$ cat src/rtl/axi_lite_regfile_ctrl.sv
// AXI4-Lite slave that serialises host reads/writes onto the 16x32 register file, one transaction in flight.
// Define REGCTRL_WSTRB_EN to honour byte strobes through a read-modify-write cycle (WR_RMW state).
module axi_lite_regfile_ctrl #(
  parameter int AXI_ADDR_WIDTH = 8,
  parameter int ADDR_WIDTH     = 4,
  parameter int DATA_WIDTH     = 32,
  parameter int MEM_SIZE       = 16
) (
  input  logic                      clk,
  input  logic                      reset,
  input  logic [AXI_ADDR_WIDTH-1:0] s_axi_awaddr,
  input  logic                      s_axi_awvalid,
  output logic                      s_axi_awready,
  input  logic [DATA_WIDTH-1:0]     s_axi_wdata,
  input  logic [DATA_WIDTH/8-1:0]   s_axi_wstrb,
  input  logic                      s_axi_wvalid,
  output logic                      s_axi_wready,
  output logic [1:0]                s_axi_bresp,
  output logic                      s_axi_bvalid,
  input  logic                      s_axi_bready,
  input  logic [AXI_ADDR_WIDTH-1:0] s_axi_araddr,
  input  logic                      s_axi_arvalid,
  output logic                      s_axi_arready,
  output logic [DATA_WIDTH-1:0]     s_axi_rdata,
  output logic [1:0]                s_axi_rresp,
  output logic                      s_axi_rvalid,
  input  logic                      s_axi_rready,
  output logic [ADDR_WIDTH-1:0]     rf_write_addr,
  output logic [DATA_WIDTH-1:0]     rf_write_data,
  output logic                      rf_write_en,
  output logic [ADDR_WIDTH-1:0]     rf_read_addr,
  input  logic [DATA_WIDTH-1:0]     rf_read_data
);

  localparam int                      STRB_WIDTH  = DATA_WIDTH / 8;
  localparam logic [AXI_ADDR_WIDTH:0] OOR_BASE    = (AXI_ADDR_WIDTH + 1)'(MEM_SIZE * 4);
  localparam logic [1:0]              RESP_OKAY   = 2'b00;
  localparam logic [1:0]              RESP_SLVERR = 2'b10;
  localparam logic                    LG_WRITE    = 1'b0;
  localparam logic                    LG_READ     = 1'b1;

  typedef enum logic [2:0] {
    IDLE    = 3'd0,
`ifdef REGCTRL_WSTRB_EN
    WR_RMW  = 3'd1,
`endif
    WR_EXEC = 3'd2,
    WR_RESP = 3'd3,
    RD_EXEC = 3'd4,
    RD_RESP = 3'd5
  } state_t;

  state_t                  state_q, state_d;
  logic                    last_q, last_d;
  logic [ADDR_WIDTH-1:0]   idx_q, idx_d;
  logic [DATA_WIDTH-1:0]   wdata_q, wdata_d;
  logic                    oor_q, oor_d;
  logic [1:0]              bresp_q, bresp_d;
  logic [1:0]              rresp_q, rresp_d;
  logic [DATA_WIDTH-1:0]   rdata_q, rdata_d;
`ifdef REGCTRL_WSTRB_EN
  logic [STRB_WIDTH-1:0]   wstrb_q, wstrb_d;
`else
  logic                    unused_wstrb;
  assign unused_wstrb = ^s_axi_wstrb;
`endif

  logic wr_req, rd_req, grant_wr, grant_rd;

  // On a simultaneous request the type that did not win last time goes first.
  assign wr_req   = s_axi_awvalid & s_axi_wvalid;
  assign rd_req   = s_axi_arvalid;
  assign grant_wr = wr_req & (~rd_req | (last_q == LG_READ));
  assign grant_rd = rd_req & ~grant_wr;

  assign s_axi_awready = (state_q == IDLE) & grant_wr & ~reset;
  assign s_axi_wready  = (state_q == IDLE) & grant_wr & ~reset;
  assign s_axi_arready = (state_q == IDLE) & grant_rd & ~reset;

  assign s_axi_bvalid  = (state_q == WR_RESP);
  assign s_axi_bresp   = bresp_q;
  assign s_axi_rvalid  = (state_q == RD_RESP);
  assign s_axi_rdata   = rdata_q;
  assign s_axi_rresp   = rresp_q;

  assign rf_write_en   = (state_q == WR_EXEC) & ~oor_q & ~reset;
  assign rf_write_addr = idx_q;
  assign rf_write_data = wdata_q;
  assign rf_read_addr  = idx_q;

  always_comb begin
    state_d = state_q;
    last_d  = last_q;
    idx_d   = idx_q;
    wdata_d = wdata_q;
    oor_d   = oor_q;
    bresp_d = bresp_q;
    rresp_d = rresp_q;
    rdata_d = rdata_q;
`ifdef REGCTRL_WSTRB_EN
    wstrb_d = wstrb_q;
`endif
    case (state_q)
      IDLE: begin
        if (grant_wr) begin
          idx_d   = s_axi_awaddr[ADDR_WIDTH+1:2];
          wdata_d = s_axi_wdata;
          oor_d   = ({1'b0, s_axi_awaddr} >= OOR_BASE);
          last_d  = LG_WRITE;
`ifdef REGCTRL_WSTRB_EN
          wstrb_d = s_axi_wstrb;
          state_d = WR_RMW;
`else
          state_d = WR_EXEC;
`endif
        end else if (grant_rd) begin
          idx_d   = s_axi_araddr[ADDR_WIDTH+1:2];
          oor_d   = ({1'b0, s_axi_araddr} >= OOR_BASE);
          last_d  = LG_READ;
          state_d = RD_EXEC;
        end
      end
`ifdef REGCTRL_WSTRB_EN
      WR_RMW: begin
        // Unstrobed bytes keep the value currently held in the register.
        for (int i = 0; i < STRB_WIDTH; i++) begin
          if (!wstrb_q[i]) wdata_d[8*i +: 8] = rf_read_data[8*i +: 8];
        end
        state_d = WR_EXEC;
      end
`endif
      WR_EXEC: begin
        bresp_d = oor_q ? RESP_SLVERR : RESP_OKAY;
        state_d = WR_RESP;
      end
      WR_RESP: begin
        if (s_axi_bready) state_d = IDLE;
      end
      RD_EXEC: begin
        rdata_d = oor_q ? '0 : rf_read_data;
        rresp_d = oor_q ? RESP_SLVERR : RESP_OKAY;
        state_d = RD_RESP;
      end
      RD_RESP: begin
        if (s_axi_rready) state_d = IDLE;
      end
      default: state_d = IDLE;
    endcase
  end

  always_ff @(posedge clk) begin
    if (reset) begin
      state_q <= IDLE;
      last_q  <= LG_READ;
      idx_q   <= '0;
      wdata_q <= '0;
      oor_q   <= 1'b0;
      bresp_q <= RESP_OKAY;
      rresp_q <= RESP_OKAY;
      rdata_q <= '0;
`ifdef REGCTRL_WSTRB_EN
      wstrb_q <= '0;
`endif
    end else begin
      state_q <= state_d;
      last_q  <= last_d;
      idx_q   <= idx_d;
      wdata_q <= wdata_d;
      oor_q   <= oor_d;
      bresp_q <= bresp_d;
      rresp_q <= rresp_d;
      rdata_q <= rdata_d;
`ifdef REGCTRL_WSTRB_EN
      wstrb_q <= wstrb_d;
`endif
    end
  end

endmodule

$ cat config.mk
export PLATFORM = sky130hd
export DESIGN_NAME = axi_lite_regfile_ctrl
export DESIGN_NICKNAME = d
export VERILOG_FILES = /design/src/rtl/axi_lite_regfile_ctrl.sv
export SDC_FILE = /design/constraint.sdc
export NUM_CORES = 1
export LEC_CHECK = 0
export CAP_MARGIN = 30
export CORE_MARGIN = 1
export CORE_UTILIZATION = 42
export CTS_CLUSTER_DIAMETER = 150
export DETAILED_ROUTE_END_ITERATION = 8
export PLACE_DENSITY = 0.91
export SLEW_MARGIN = 10
export SYNTH_ARGS = -nofsm -noshare
export SYNTH_HDL_FRONTEND = slang
export SYNTH_SLANG_ARGS = --single-unit
$ cat constraint.sdc
create_clock -name clk -period 2.95 [get_ports clk]
set_input_delay 0.885 -clock clk [delete_from_list [all_inputs] [get_ports clk]]
set_output_delay 0.885 -clock clk [all_outputs]
set_load 0.02 [all_outputs]
==> metrics.md <==
| Metric | Value |
|---|---|
| RSZ-0062 raised after global routing | true |
| Final setup margin | 31.8 ps |
| Vias in the first global route | 3,219 |
| Shortest period the worst path allows | 2920 ps |
| Top cells by count, synth | a21oi_1, dfxtp_1, nand2_1 |
| PortBufs | 162 |
| Synth top area cells | dfxtp_1, a21oi_1, nand3b_1 |
| Setup Buffers After CTS | 0 |
| Synth Area in Compound Gates | 22.3% |
| Hold path depth | 2 |
| Inst Count DP | 605 |
| Tcrit/Tclk final | 98.9% |
| Hold crit path type | flop to flop |
| Crit. End Element | output pin |
| Worst Path Arrival | 2030 ps |
| Max Slew Vio Count | 0 |
| Pwr dens | 544 nW/um^2 |
| Hold-fix buffers at CTS | 0 |
| Clock transition at the registers of the reported paths | 80 ps |
| VDD IR max | 315 uV |
| ANT nets after route | 0 |
| Full die area | 7980 sq um |
| Crit-path max cell delay | 500 ps |
| Final Hold Viols | 0 |
| Filler cell count | 557 |
| Clk_skew | 8.29 ps |
| Clk root buf | clkbuf_8 |
| R2R cell count | 4 |
| Synth Instances | 378 |
| Synth warnings | 0 |
| #FFs+latches synth | 75 |
| Post-synth ARST share | 0% |
| Synth Area in Simple Gates | 23.4% |
| Fin cells | 621 |
| Clk_lat worst skew | 340 ps |
| Setup Crit Path Kind | input port to output pin |
| Post-synth EDFFs | 0 |
| Synth Area in XOR/XNOR | 0% |
| Status | finished, final reports clean |
| Worst slack at placement | -396 ps |
| Synth cell types | 32 |
| Main combinational cell family by area after synthesis | simple AND/OR/NAND/NOR gates |
| Starting Density | 43.7% |
| Crit-path slowest cell | clkdlybuf4s50_1 |
| Final nets | 608 |
| Post-synth top area cell | dfxtp_1 |
| Final core occ | 69.2% |
| Drt pass-1 iters | 4 |
| WP data required | 2070 ps |
| Clk buf depth | 2 |
| I/O pins | 173 |
| CP Cell Sequence | clkdlybuf4s50_1 -> nand2_1 -> nor4_4 -> buf_2 |
| Share of the synthesized area in the top cell type | 46.9% |
| Dpl hpwl | 6630 um |
| R2R setup slack | 1160 ps |
| Vias per std cell | 5.60 |
| Static Leak | 1.72 nW |
| H-tree levels | 3 |
| Final Setup Violations | 0 |
| CTS tree | built |
| P&R area growth vs syn | 58.4% |
| Fmax | 343 MHz |
| Largest net degree at the start of global routing | 51 |
| Core Rows | 31 |
| Mean Syn Cell Area | 8.48 sq um |
| Least-Margin Pin Slew | 696 ps |
| Tot GR Track Use | 25.3% |
| Core Box Area | 7330 sq um |
| GRT overflow | 0 |
| Initial antenna violation count | 0 |
| Cell depth of the worst setup path | 4 |
| Layout cells sized above 1 | 7.85% |
| Vias | 3,478 |
| Sequential fraction of the synthesis area | 46.9% |
| Overall Power | 2.76 mW |
| CTS buffer count | 9 |
| CP max FO | 3 |
| Die H | 89.3 um |
| Routed len/inst | 16.3 um |
| Global-route wire length before repair | 15,600 um |
| Routed wire length | 10,100 um |
| Main flop type after synthesis | dfxtp_1 |
| Diode count | 0 |
| Post-Synth Adder-Cell Area | 0% |
| Die width | 89.3 um |
| Multiplexer share of the synthesized area | 0% |
| Worst relative slew slack | 53.6% |
| # DRC | 0 |
| Max cap viols | 0 |
| Sink Count | 75 |
| Bufs and invs on worst path | 2 |
| Worst Setup Start Kind | input port |
| Routability Congestion | 0.803 |
| Drt initial violations | 194 |
| Post-Syn Area | 3200 sq um |
| Delay-heaviest family, CP | buffers and inverters |
## metal layers
metal	GRT usage, %	up-vias	share of wire (%)	wire (um)
li1	-	1651	-	-
met1	30.4	1650	41	4100
met2	41.1	162	48	4850
met3	9.23	15	10	1010
met4	10.4	0	1.5	153
met5	0	-	0	0
## power by group
part,switching [mW],total (mW),internal (mW)
clock,0.384,0.888,0.505
combinational,0.406,0.746,0.340
sequential,0.0434,1.13,1.09
total,0.833,2.76,1.93
## layout by cell type, fill, tap and decap left out, types with 2 or more instances in the layout
cell type	instances
clkdlybuf4s50_1	157
a21oi_1	75
dfxtp_1	75
nand2_1	37
nand3b_1	34
nand4_1	32
o31ai_1	32
buf_4	17
clkbuf_8	10
nand3_1	6
o21ai_0	5
nand2b_1	4
a311oi_1	4
buf_2	4
nor2_1	3
or3_1	2
nor4_1	2
conb_1	2
bufinv_16	2
## flip-flops by register name, summed over array words and instances (netlist names)
name and flops:
s_axi_bresp 1, rf_write_data 32, state_q 3, s_axi_rresp 1, last_q 1, s_axi_rdata 32
oor_q 1, rf_read_addr 4
## final timing paths
path                      to            start
max             s_axi_wready     s_axi_wvalid
min          s_axi_rdata[10]  s_axi_rdata[10]
max reg2reg            oor_q       state_q[2]
min reg2reg  s_axi_rdata[10]  s_axi_rdata[10]
## layout make-up
cell class	instances	area, sq um	share of cell area, %
clock buffers	11	141	2.79
repair buffers	178	1720	33.9
clock inverters	5	85.1	1.68
flip-flops and latches	75	1500	29.6
inverters	1	3.75	0.0739
well taps	99	124	2.44
multi-input cells	252	1500	29.6
## through the flow
step                TNS [ps]  area [sq um]  hold slack [ps]
detailed placement     -1120          4860              447
floorplan                  0          3220              490
global placement       -1050          4860              437
finish                     0          5080              453
global route           -27.9          5080              468
CTS                        0          5080              457
## cell families after synthesis
group / after synthesis
buffers and inverters: 52
AND/OR/NAND/NOR: 129
other: 1
flip-flops: 75
AO/OA/AOI/OAI: 121
## timing repair
action	4_1_cts	5_1_grt
endpoints found under the setup margin	3	3
gates resized for setup	11	1
pin swaps	0	0
## worst reg2reg max path, delay by kind of cell, from the launching register on
kind | cells | cell delay (ps)
AND/OR/NAND/NOR | 2 | 800
flip-flops | 1 | 380
AO/OA/AOI/OAI | 1 | 230
buffers and inverters | 1 | 290
No activity file was read; power rests on OpenSTA's default activity.
